## config.mk

```make
export PLATFORM = sky130hd
export DESIGN_NAME = time_set_ctrl_flat
export DESIGN_NICKNAME = d
export VERILOG_FILES = /design/src/rtl/time_set_ctrl_if.sv /design/src/rtl/time_set_ctrl.sv /design/src/flat_wrapper.sv
export SDC_FILE = /design/constraint.sdc
export NUM_CORES = 1
export LEC_CHECK = 0
export CAP_MARGIN = 0
export CELL_PAD_IN_SITES_DETAIL_PLACEMENT = 1
export CELL_PAD_IN_SITES_GLOBAL_PLACEMENT = 1
export CORE_MARGIN = 10
export CORE_UTILIZATION = 41
export CTS_BUF_LIST = sky130_fd_sc_hd__clkbuf_8 sky130_fd_sc_hd__clkbuf_16
export DETAILED_ROUTE_END_ITERATION = 8
export PLACE_DENSITY = 0.82
export SYNTH_ARGS = -nofsm -noshare
export SYNTH_HDL_FRONTEND = slang
export SYNTH_SLANG_ARGS = --single-unit
```

## constraint.sdc

```tcl
create_clock -name clk_50Mhz -period 2.6 [get_ports clk_50Mhz]
set_clock_uncertainty 0.1 [all_clocks]
set_input_delay 0.52 -clock clk_50Mhz [delete_from_list [all_inputs] [get_ports clk_50Mhz]]
set_output_delay 0.52 -clock clk_50Mhz [all_outputs]
set_load 0.02 [all_outputs]
```

## src/rtl/time_set_ctrl_if.sv

```systemverilog
// Button/tick inputs and display-side outputs of the timekeeping controller.
// Both are grouped in one bundle with master (stimulus) and slave (controller) views.
interface time_set_ctrl_if;
  logic       tick_1hz;
  logic       btn_mode;
  logic       btn_inc;
  logic       btn_dec;
  logic [7:0] hh_bcd;
  logic [7:0] mm_bcd;
  logic [7:0] ss_bcd;
  logic [1:0] mode;
  logic [2:0] blank;
  logic       div_sync;

  modport master (
    output tick_1hz, btn_mode, btn_inc, btn_dec,
    input  hh_bcd, mm_bcd, ss_bcd, mode, blank, div_sync
  );

  modport slave (
    input  tick_1hz, btn_mode, btn_inc, btn_dec,
    output hh_bcd, mm_bcd, ss_bcd, mode, blank, div_sync
  );
endinterface

```

## src/rtl/time_set_ctrl.sv

```systemverilog
// Millennium Clock time-of-day keeper with a button-driven set mode.
// Fields are held directly in BCD so every output is a plain register.
module time_set_ctrl #(
  parameter bit HOURS_24 = 1'b1
) (
  input logic           clk_50Mhz,
  input logic           rst,
  time_set_ctrl_if.slave bus
);

  typedef enum logic [1:0] {
    RUN    = 2'd0,
    SET_HH = 2'd1,
    SET_MM = 2'd2,
    SET_SS = 2'd3
  } state_t;

  localparam logic [7:0] HH_MAX = HOURS_24 ? 8'h23 : 8'h12;
  localparam logic [7:0] HH_MIN = HOURS_24 ? 8'h00 : 8'h01;
  localparam logic [7:0] HH_RST = HOURS_24 ? 8'h00 : 8'h12;

  state_t     state_q, state_d;
  logic [7:0] hh_q, hh_d, mm_q, mm_d, ss_q, ss_d;
  logic       phase_q, phase_d;
  logic [2:0] blank_q, blank_d;
  logic       div_sync_q, div_sync_d;
  logic       step_up, step_dn;

  function automatic logic [7:0] bcd_inc(input logic [7:0] v, input logic [7:0] hi,
                                         input logic [7:0] lo);
    if (v == hi)            return lo;
    else if (v[3:0] == 4'd9) return {v[7:4] + 4'd1, 4'd0};
    else                     return {v[7:4], v[3:0] + 4'd1};
  endfunction

  function automatic logic [7:0] bcd_dec(input logic [7:0] v, input logic [7:0] hi,
                                         input logic [7:0] lo);
    if (v == lo)             return hi;
    else if (v[3:0] == 4'd0) return {v[7:4] - 4'd1, 4'd9};
    else                     return {v[7:4], v[3:0] - 4'd1};
  endfunction

  always_ff @(posedge clk_50Mhz) begin
    if (rst) begin
      state_q    <= RUN;
      hh_q       <= HH_RST;
      mm_q       <= '0;
      ss_q       <= '0;
      phase_q    <= 1'b0;
      blank_q    <= '0;
      div_sync_q <= 1'b0;
    end else begin
      state_q    <= state_d;
      hh_q       <= hh_d;
      mm_q       <= mm_d;
      ss_q       <= ss_d;
      phase_q    <= phase_d;
      blank_q    <= blank_d;
      div_sync_q <= div_sync_d;
    end
  end

  always_comb begin
    state_d    = state_q;
    hh_d       = hh_q;
    mm_d       = mm_q;
    ss_d       = ss_q;
    phase_d    = phase_q;
    div_sync_d = 1'b0;
    blank_d    = '0;
    step_up    = bus.btn_inc & ~bus.btn_dec;
    step_dn    = bus.btn_dec & ~bus.btn_inc;

    if (state_q == RUN) begin
      // Tick and mode in the same cycle: the tick still lands before freezing.
      if (bus.tick_1hz) begin
        ss_d = bcd_inc(ss_q, 8'h59, 8'h00);
        if (ss_q == 8'h59) begin
          mm_d = bcd_inc(mm_q, 8'h59, 8'h00);
          if (mm_q == 8'h59) hh_d = bcd_inc(hh_q, HH_MAX, HH_MIN);
        end
      end
      if (bus.btn_mode) begin
        state_d = SET_HH;
        phase_d = 1'b0;
      end
    end else if (bus.btn_mode) begin
      phase_d = 1'b0;
      case (state_q)
        SET_HH:  state_d = SET_MM;
        SET_MM:  state_d = SET_SS;
        default: begin
          state_d    = RUN;
          ss_d       = '0;
          div_sync_d = 1'b1;
        end
      endcase
    end else if (step_up | step_dn) begin
      phase_d = 1'b0;
      case (state_q)
        SET_HH:  hh_d = step_up ? bcd_inc(hh_q, HH_MAX, HH_MIN) : bcd_dec(hh_q, HH_MAX, HH_MIN);
        SET_MM:  mm_d = step_up ? bcd_inc(mm_q, 8'h59, 8'h00) : bcd_dec(mm_q, 8'h59, 8'h00);
        default: ss_d = step_up ? bcd_inc(ss_q, 8'h59, 8'h00) : bcd_dec(ss_q, 8'h59, 8'h00);
      endcase
    end else if (bus.tick_1hz) begin
      phase_d = ~phase_q;
    end

    case (state_d)
      SET_HH:  blank_d = {phase_d, 2'b00};
      SET_MM:  blank_d = {1'b0, phase_d, 1'b0};
      SET_SS:  blank_d = {2'b00, phase_d};
      default: blank_d = '0;
    endcase
  end

  assign bus.hh_bcd   = hh_q;
  assign bus.mm_bcd   = mm_q;
  assign bus.ss_bcd   = ss_q;
  assign bus.mode     = state_q;
  assign bus.blank    = blank_q;
  assign bus.div_sync = div_sync_q;

endmodule
```

## src/flat_wrapper.sv

```systemverilog
// flat-port wrapper written by rule: the top's interface ports become plain ports
module time_set_ctrl_flat 
#(
  parameter bit HOURS_24 = 1'b1
)
  (clk_50Mhz, rst, bus_tick_1hz, bus_btn_mode, bus_btn_inc, bus_btn_dec, bus_hh_bcd, bus_mm_bcd, bus_ss_bcd, bus_mode, bus_blank, bus_div_sync);
  time_set_ctrl_if bus_i ();
  input logic clk_50Mhz;
  input logic rst;
  input wire logic [$bits(bus_i.tick_1hz)-1:0] bus_tick_1hz;
  input wire logic [$bits(bus_i.btn_mode)-1:0] bus_btn_mode;
  input wire logic [$bits(bus_i.btn_inc)-1:0] bus_btn_inc;
  input wire logic [$bits(bus_i.btn_dec)-1:0] bus_btn_dec;
  output wire logic [$bits(bus_i.hh_bcd)-1:0] bus_hh_bcd;
  output wire logic [$bits(bus_i.mm_bcd)-1:0] bus_mm_bcd;
  output wire logic [$bits(bus_i.ss_bcd)-1:0] bus_ss_bcd;
  output wire logic [$bits(bus_i.mode)-1:0] bus_mode;
  output wire logic [$bits(bus_i.blank)-1:0] bus_blank;
  output wire logic [$bits(bus_i.div_sync)-1:0] bus_div_sync;
  assign bus_i.tick_1hz = bus_tick_1hz;
  assign bus_i.btn_mode = bus_btn_mode;
  assign bus_i.btn_inc = bus_btn_inc;
  assign bus_i.btn_dec = bus_btn_dec;
  assign bus_hh_bcd = bus_i.hh_bcd;
  assign bus_mm_bcd = bus_i.mm_bcd;
  assign bus_ss_bcd = bus_i.ss_bcd;
  assign bus_mode = bus_i.mode;
  assign bus_blank = bus_i.blank;
  assign bus_div_sync = bus_i.div_sync;
  time_set_ctrl #(.HOURS_24(HOURS_24)) u_core (.clk_50Mhz(clk_50Mhz), .rst(rst), .bus(bus_i));
endmodule
```

**After elaboration in Yosys (flattened, before gate mapping)**

Index checks and enable logic that the tools add are counted.

- Mux-type cells: 45
- Reductions and logical operators: 22
- Eq/ne operators: 17
- Add/subtract/negate cells: 12
- Bitwise gates (word level): 7

Operators by type and width:

| kind | count |
|---|---|
| two-way mux 8 bit | 34 |
| adder 4 x 1 -> 4 bit, second input constant | 6 |
| zero test 8 bit | 3 |
| subtractor 4 x 1 -> 4 bit, second input constant | 6 |
| == test 8 x 7 -> 1 bit, second input constant | 2 |
| == test 4 bit, second input constant | 3 |
| zero test 4 bit | 3 |
| AND reduction 6 bit | 2 |
| AND reduction 5 bit | 2 |
| one-hot mux 3 bit (3 select lines) | 1 |
| == test 8 x 6 -> 1 bit, second input constant | 1 |
| nonzero test 4 bit | 2 |
| AND reduction 7 bit | 1 |
| == test 2 bit, second input constant | 3 |
| two-way mux 1 bit | 6 |
| two-way mux 2 bit | 3 |
| != test 2 bit, second input constant | 3 |
| != test 3 x 2 -> 1 bit, second input constant | 2 |
| nonzero test 2 bit | 3 |
| nonzero test 5 bit | 1 |
| == test 2 x 1 -> 1 bit, second input constant | 2 |
| inverter 1 bit | 4 |
| one-hot mux 2 bit (2 select lines) | 1 |
| AND reduction 4 bit | 1 |
| other kinds (7) | 8 |

- Output and inout bits: 30
- Flip-flop bits (word level): 31
- Logic and storage cells: 113
- Input bits: 6

**Logic depth before layout (Yosys ltp)**

- Depth after elaboration: 8
- Gate-level depth with buffers: 8
- Gate-level depth less buffers: 7

**Worst setup path after synthesis**

Ideal clock, no wire load.

- Kind: reg-to-reg
- Start: register u_core.ss_q[0], in the netlist u_core.bus.ss_bcd[0]
- End: register u_core.hh_q[5], in the netlist u_core.bus.hh_bcd[5]
- Period minus slack after synthesis: 2.310 ns
- Required time: 2.371 ns
- Path slack: 0.290 ns
- Path buffers: 1
- Cell stages (with the launch flop): 8
- Data arrival time: 2.081 ns
- Library setup time: 0.129 ns
- Cell sequence: dfxtp_1 > ha_1 > nand3b_4 > o41a_1 > or3_1 > buf_6 > o21ai_0 > o31ai_1

- Longest elaborated chain between the ends: 3

RTL lines:

| what | RTL line | RTL |
|---|---|---|
| start: declaration | time_set_ctrl.sv:23 | `logic [7:0] hh_q, hh_d, mm_q, mm_d, ss_q, ss_d;` |
| start signal: assignment | time_set_ctrl.sv:56 | `ss_q <= ss_d;` |
| == test 8 x 7 -> 1 bit | time_set_ctrl.sv:78 | `if (ss_q == 8'h59) begin` |
| != test 2 bit (no line) | - |  |
| AND reduction 7 bit (no line) | - |  |
| end signal: assignment | time_set_ctrl.sv:54 | `hh_q <= hh_d;` |
| end: declaration | time_set_ctrl.sv:23 |  |

No other way between the ends.
A chain may end at the register's enable or synchronous reset.

**Worst setup path in the final report**

- Start: input port bus_btn_dec
- End: register u_core.ss_q[4], in the netlist u_core.bus.ss_bcd[4]

- Longest elaborated chain between the ends: 7
- Elaborated cells on any way between the ends: 13
- Classes of those cells: eq/ne: 1; mux: 5; bitwise: 4; reduce/logical: 3

RTL lines:

| what | RTL line | RTL |
|---|---|---|
| start: declaration | flat_wrapper.sv:13 | `input wire logic [$bits(bus_i.btn_dec)-1:0] bus_btn_dec;` |
| inverter 1 bit | time_set_ctrl.sv:71 | `step_up = bus.btn_inc & ~bus.btn_dec;` |
| AND 1 bit | time_set_ctrl.sv:71 |  |
| two-way mux 8 bit | time_set_ctrl.sv:103 | `default: ss_d = step_up ? bcd_inc(ss_q, 8'h59, 8'h00) : bcd_dec(ss_q, 8'h59, 8'h00);` |
| two-way mux 8 bit | time_set_ctrl.sv:100 | `case (state_q)` |
| two-way mux 8 bit | time_set_ctrl.sv:98 | `end else if (step_up \| step_dn) begin` |
| two-way mux 8 bit | time_set_ctrl.sv:87 | `end else if (bus.btn_mode) begin` |
| two-way mux 8 bit | time_set_ctrl.sv:74 | `if (state_q == RUN) begin` |

Parallel ways exist; a longest one is shown, timed or not. The select of a mux whose other input is x is not followed.

==> flow_summary.toml <==
[run_status]
outcome = "finished, final reports clean"

[timing]
hold_violations = 0
setup_viol = 0
fin_ws_ps = 158.2
worst_pin_slew_ps = 474.3
rsz0062_at_grt = "no"
finalCritPeriodShare_pct = 93.91
slew_headroom_pct = 67.98
timing.setup.tns_ps = 0
min_period_ps = 2442
final_max_slew_viol_count = 0
fmax_ghz = 0.4095

[critical_path]
r2r_cells = 7
cp_max_fo = 5
critPathKind = "input pin to flop"
timing.rr.start = "u_core.bus.ss_bcd[1]"
cp-end-kind = "flop"
reg2reg_to = "u_core.bus.hh_bcd[7]"
worst_ep_required_time_ps = 2660
setup.worst_path.start_class = "input pin"
worst-endpoint-arrival_ps = 2510
r2r_setup_slack_ps = 240

[finish]
fillers = 759
drive_above_1_share_pct = 13.12
antenna_cells = 0
finalInstanceArea_sq_mm = 0.003274
register_area_sq_um = 620.6
layout.nets = 413
area_delta_synth_final_pct = 27.35
multiInputGateArea_sq_mm = 0.001812

[die]
rows = 28
fp.coreArea_sq_mm = 0.005991
die_h_um = 99.19
design.die.area_sq_mm = 0.009839
die_x_um = 99.19
initial_utilization_pct = 42.92
pin_count = 36

[logic_synthesis]
syn-instance-count = 326
synth_area_per_cell_sq_um = 7.887
synthArstFlopShare_pct = 0
yosysSeqAreaShare_pct = 24.14
synth_edf_count = 0
synth_nets = 359
ys_ff_latch = 31
yosysWarningCount = 0
synthFlopType = "dfxtp_1"
synth.cell_area_sq_mm = 0.002571
synth_cell_type_count = 55

[clocking]
clock_latency_ps = 290
cts_tree = "yes"
cts_sinks = 31
cts-buffers-inserted = 5
holdBufCountCts = 0
cts_resized = 0
htreeDepth = 2
post-cts-setup-buffer-count = 0
clk_pin_slew_ps = 70
ctsRootBufferMaster = "clkbuf_8"
clockBufferDepth = 2

[place]
place_area_sq_mm = 0.003162
place_ws_ps = -223.6
gp_congestion = 0.8505
dp_hpwl_mm = 6.059
numPortBuffers = 35

[global_routing]
grt_max_degree = 25
grt_pass1_vias = 2708
grt_use_total_pct = 16.03
grt_overflow = 0
grt_pass1_wl_mm = 13.52
antenna_found_initial = 0

[detailed_routing]
wl_per_cell_um = 17.06
ant_nets = 0
dr.pass1.iters = 4
postRouteWirelength_mm = 7.780
drtIter0Drc = 118
drt-vias-per-instance = 5.816
vias = 2652
drc_errors = 0

[hold_path]
worstHoldPathType = "flop to flop"
holdCritStartpoint = "u_core.bus.mm_bcd[7]"
hold_end = "u_core.bus.mm_bcd[7]"
worstHoldPathCells = 2

[pwr]
powerDensity_mw_per_mm2 = 449.0
p_leak_nw = 1.301
ir_drop_mv = 0.2398

[flow_run]
maxCapViolations = 0
[worst max-delay path by stage]
stage                          from                   end  slack (ps)  cells after the start
4_1_cts                 bus_btn_dec  u_core.bus.hh_bcd[7]          80                      8
3_5_place_dp            bus_btn_dec  u_core.bus.hh_bcd[7]        -220                      8
3_3_place_gp            bus_btn_dec  u_core.bus.ss_bcd[4]        -110                     10
6_report                bus_btn_dec  u_core.bus.ss_bcd[4]         160                      9
5_1_grt                 bus_btn_dec  u_core.bus.ss_bcd[4]          50                     10
2_1_floorplan  u_core.bus.ss_bcd[0]  u_core.bus.hh_bcd[5]         290                      7
[layer usage]
layer,routed length [um],GRT usage [%],up-vias
met4,72,4.079,0
met3,338,3.806,6
li1,-,-,1306
met5,0,0,-
met2,3863,27.40,34
met1,3506,19.62,1306
[power by group]
part,leakage [nW],switching [mW],internal (mW)
Clock,0.0557,0.190,0.238
Sequential,0.252,0.0383,0.500
Combinational,0.993,0.277,0.227
[Yosys cell counts (all sizes together), types with 8 or more instances]
| library cell | number | share of area (%) |
|---|---|---|
| nor2 | 35 | 5.1 |
| dfxtp | 31 | 24 |
| ha | 27 | 13 |
| a21oi | 25 | 4.9 |
| inv | 20 | 2.9 |
| o21ai | 20 | 3.9 |
| nand2 | 16 | 2.3 |
| nor3 | 13 | 2.5 |
| a211oi | 11 | 3.2 |
| clkbuf | 11 | 1.6 |
| nor2b | 9 | 2.2 |
| nand3 | 8 | 1.6 |
[sequential cells by signal, indices dropped and copies added (netlist names)]
signal,count
u_core.bus.blank,3
u_core.bus.div_sync,1
u_core.bus.hh_bcd,8
u_core.bus.mm_bcd,8
u_core.bus.mode,2
u_core.bus.ss_bcd,8
u_core.phase_q,1
[logic make-up after synthesis]
| logic type | share of synthesized area, % |
|---|---|
| compound gates | 24.92 |
| xor+xnor | 1.022 |
| fa+ha+maj | 13.14 |
| buf+inv | 5.888 |
| flops | 24.14 |
| mux | 3.163 |
| simple gates | 27.74 |
[per-stage QoR]
step	power, mW	cells	hold slack, ps	utilization (%)
4_1_cts	1.484	456	454.2	54.45
2_1_floorplan	0.8565	326	495.7	-
3_3_place_gp	1.031	448	451.1	52.78
3_5_place_dp	1.050	448	444.5	52.78
5_1_grt	1.570	456	500.9	54.66
6_report	1.470	456	454.0	54.66
[final cells by class]
class	instances	share of cell area, %
multi-input combinational	259	55.33
sequential	31	18.95
timing repair buffer	63	17.50
clock buffer	7	2.942
tap	75	2.866
inverter	20	2.293
clock inverter	1	0.1146
[critical path: stages]
cell             delay, ps
clkdlybuf4s50_1        450
inv_1                   40
ha_1                   340
nor2b_1                170
o31ai_1                360
nand2_1                130
buf_4                  180
a211oi_1               230
a211oi_1                90
[layout by cell type, fill, tap and decap left out, types with 3 or more instances in the layout]
master / Yosys / routed
a211oi_1: 11 / 11
a21oi_1: 25 / 25
a22oi_1: 3 / 3
a311oi_1: 4 / 4
a31oi_1: 3 / 3
and3b_1: 4 / 4
buf_4: 0 / 27
clkbuf_8: 0 / 7
clkdlybuf4s50_1: 0 / 35
dfxtp_1: 31 / 31
ha_1: 27 / 26
inv_1: 20 / 21
mux2i_1: 7 / 7
nand2_1: 16 / 16
nand2b_1: 3 / 3
nand3_1: 8 / 8
nand3b_1: 4 / 4
nand3b_4: 3 / 3
nand4_1: 3 / 3
nor2_1: 35 / 35
nor2b_1: 9 / 9
nor3_1: 13 / 12
nor3b_1: 4 / 4
o21ai_0: 20 / 20
o22ai_1: 4 / 4
o31ai_1: 7 / 7
or2_2: 4 / 4
or3_1: 5 / 4
Note: power is estimated with default switching activity, not from simulation.
==> edit, RTL diff (same settings) <==
`HOURS_24` is set to 1'b1 in 2 places; all go to 1'b0.
--- a/src/rtl/time_set_ctrl.sv
+++ b/src/rtl/time_set_ctrl.sv
@@ -1,7 +1,7 @@
 // Millennium Clock time-of-day keeper with a button-driven set mode.
 // Fields are held directly in BCD so every output is a plain register.
 module time_set_ctrl #(
-  parameter bit HOURS_24 = 1'b1
+  parameter bit HOURS_24 = 1'b0
 ) (
   input logic           clk_50Mhz,
   input logic           rst,
--- a/src/flat_wrapper.sv
+++ b/src/flat_wrapper.sv
@@ -1,7 +1,7 @@
 // flat-port wrapper written by rule: the top's interface ports become plain ports
 module time_set_ctrl_flat 
 #(
-  parameter bit HOURS_24 = 1'b1
+  parameter bit HOURS_24 = 1'b0
 )
   (clk_50Mhz, rst, bus_tick_1hz, bus_btn_mode, bus_btn_inc, bus_btn_dec, bus_hh_bcd, bus_mm_bcd, bus_ss_bcd, bus_mode, bus_blank, bus_div_sync);
   time_set_ctrl_if bus_i ();
Check against the original RTL: not equivalent (Yosys sat finds a counterexample within 4 cycles, from zero or initial values and one cycle with rst high).
==> edit against the unedited design <==
Setup slack better by 0.028 ns; via count up 7.3%; wire length up 12%; clock power up 34%; cell area up 2.8%; synthesized area up 0.97%; sequential cell count unchanged; power up 13%; fmax up 1.2%; critical endpoint is now u_core.bus.hh_bcd[4].
==> edit: results (changes against the unedited design) <==
status: "complete, no violations"  # unchanged
synth.avg_cell_area_um2: 7.591  # was 7.887 um^2
p_leak_nw: 1.299  # was 1.301 nW
use_met3: 0.04014  # was 0.03806
first_pass_iters: 4  # unchanged
ir_worst_vdd_v: 0.0003371  # was 0.0002398 V
ys_seq_area_frac: 0.2390  # was 0.2414
power_switching_mw: 0.5372  # was 0.5058 mW
ys.flop_type: "dfxtp_1"  # unchanged
nonClkBufAreaFrac: 0.1836  # was 0.1750
powerClk_mw: 0.575  # was 0.428 mW
drive_gt1_frac: 0.1425  # was 0.1312
dpl.hpwl_um: 6311  # was 6059 um
p_total_mw: 1.658  # was 1.470 mW
grt_pass1_vias: 2963  # was 2708
grt_max_degree: 28  # was 25
multi_input_area_share: 0.5446  # was 0.5533
max_stage_delay_ns: 0.53  # was 0.45 ns
synth.top_cells.by_count: "nor2_1 (34), dfxtp_1 (31), nand2_1 (26), o21ai_0 (26), a21oi_1 (25)"  # was nor2_1 (35), dfxtp_1 (31), ha_1 (27), a21oi_1 (25)
use_met2: 0.2986  # was 0.2740
drt-total-wl_um: 8731  # was 7780 um
pwr-share-seq: 0.326  # was 0.366
ys_async_sr_fraction: 0  # unchanged
vias: 2846  # was 2652
clock_buffers: 5  # was 7
tightestPinTransition_ns: 0.5823  # was 0.4743 ns
ys_types: 63  # was 55
final-clk-cell-share: 0.03941  # was 0.03057
grt_pass1_wl_um: 14680  # was 13520 um
holdCritPathClass: "reg -> reg"  # unchanged
seq_area_um2: 620.6  # unchanged
gr-usage-met1: 0.2100  # was 0.1962
synthTopCellsByArea: "dfxtp_1 (24%), ha_1 (11%), o21ai_0 (5.0%), nor2_1 (4.9%), a21oi_1 (4.8%)"  # was dfxtp_1 (24%), ha_1 (13%), nor2_1 (5.1%), a21oi_1 (4.9%), o21ai_0 (3.9%)
nNonClkInverters: 18  # was 20
cts_repair_resize_count: 7  # was 0
worst_path_max_delay_cell: "or4b_4"  # was clkdlybuf4s50_1
path_max_fanout: 2  # was 5
cp_data_arrival_time_ns: 2.50  # was 2.51 ns
cts.path.max_buffers: 2  # unchanged
synthesis.nets: 371  # was 359
finalInstanceArea_um2: 3366  # was 3274 um^2
die_x_um: 99.58  # was 99.19 um
drtIter0Drc: 143  # was 118
dp_cells: 466  # was 448
fillers: 769  # was 759
nNetsFinal: 428  # was 413
grt_use_total: 0.1740  # was 0.1603
num-nonclk-buffers: 71  # was 63
final_cells: 475  # was 456
numPortBuffers: 35  # unchanged
routabilityCongestion: 0.8178  # was 0.8505
place_area_um2: 3213  # was 3162 um^2
num-multi-input-gates: 272  # was 259
place_ws_ns: -0.4441  # was -0.2236 ns
-- edit: final timing paths --
kind,from,endpoint,slack (ns),depth (start not counted)
setup / recovery,bus_btn_inc,u_core.bus.hh_bcd[4],0.19,6
hold / removal,u_core.bus.mm_bcd[5],u_core.bus.mm_bcd[5],0.46,2
setup reg to reg,u_core.bus.mode[0],u_core.bus.hh_bcd[7],0.24,10
hold reg to reg,u_core.bus.mm_bcd[5],u_core.bus.mm_bcd[5],0.46,2
-- edit: layer usage --
| layer | vias to the layer above | share of wire |
|---|---|---|
| met1 | 1400 | 0.43 |
| met2 | 64 | 0.50 |
| met4 | 0 | 0.015 |
| met3 | 18 | 0.051 |
| li1 | 1364 | - |
| met5 | - | 0 |
-- edit: logic make-up after synthesis --
logic type               after synthesis  synth area share
AND/OR/NAND/NOR                      132            0.2646
AO/OA/AOI/OAI                        108            0.2925
buffers and inverters                 39           0.06072
flip-flops                            31            0.2390
adder cells (fa/ha/maj)               23            0.1108
XOR/XNOR                               5           0.01687
multiplexers                           4           0.01542
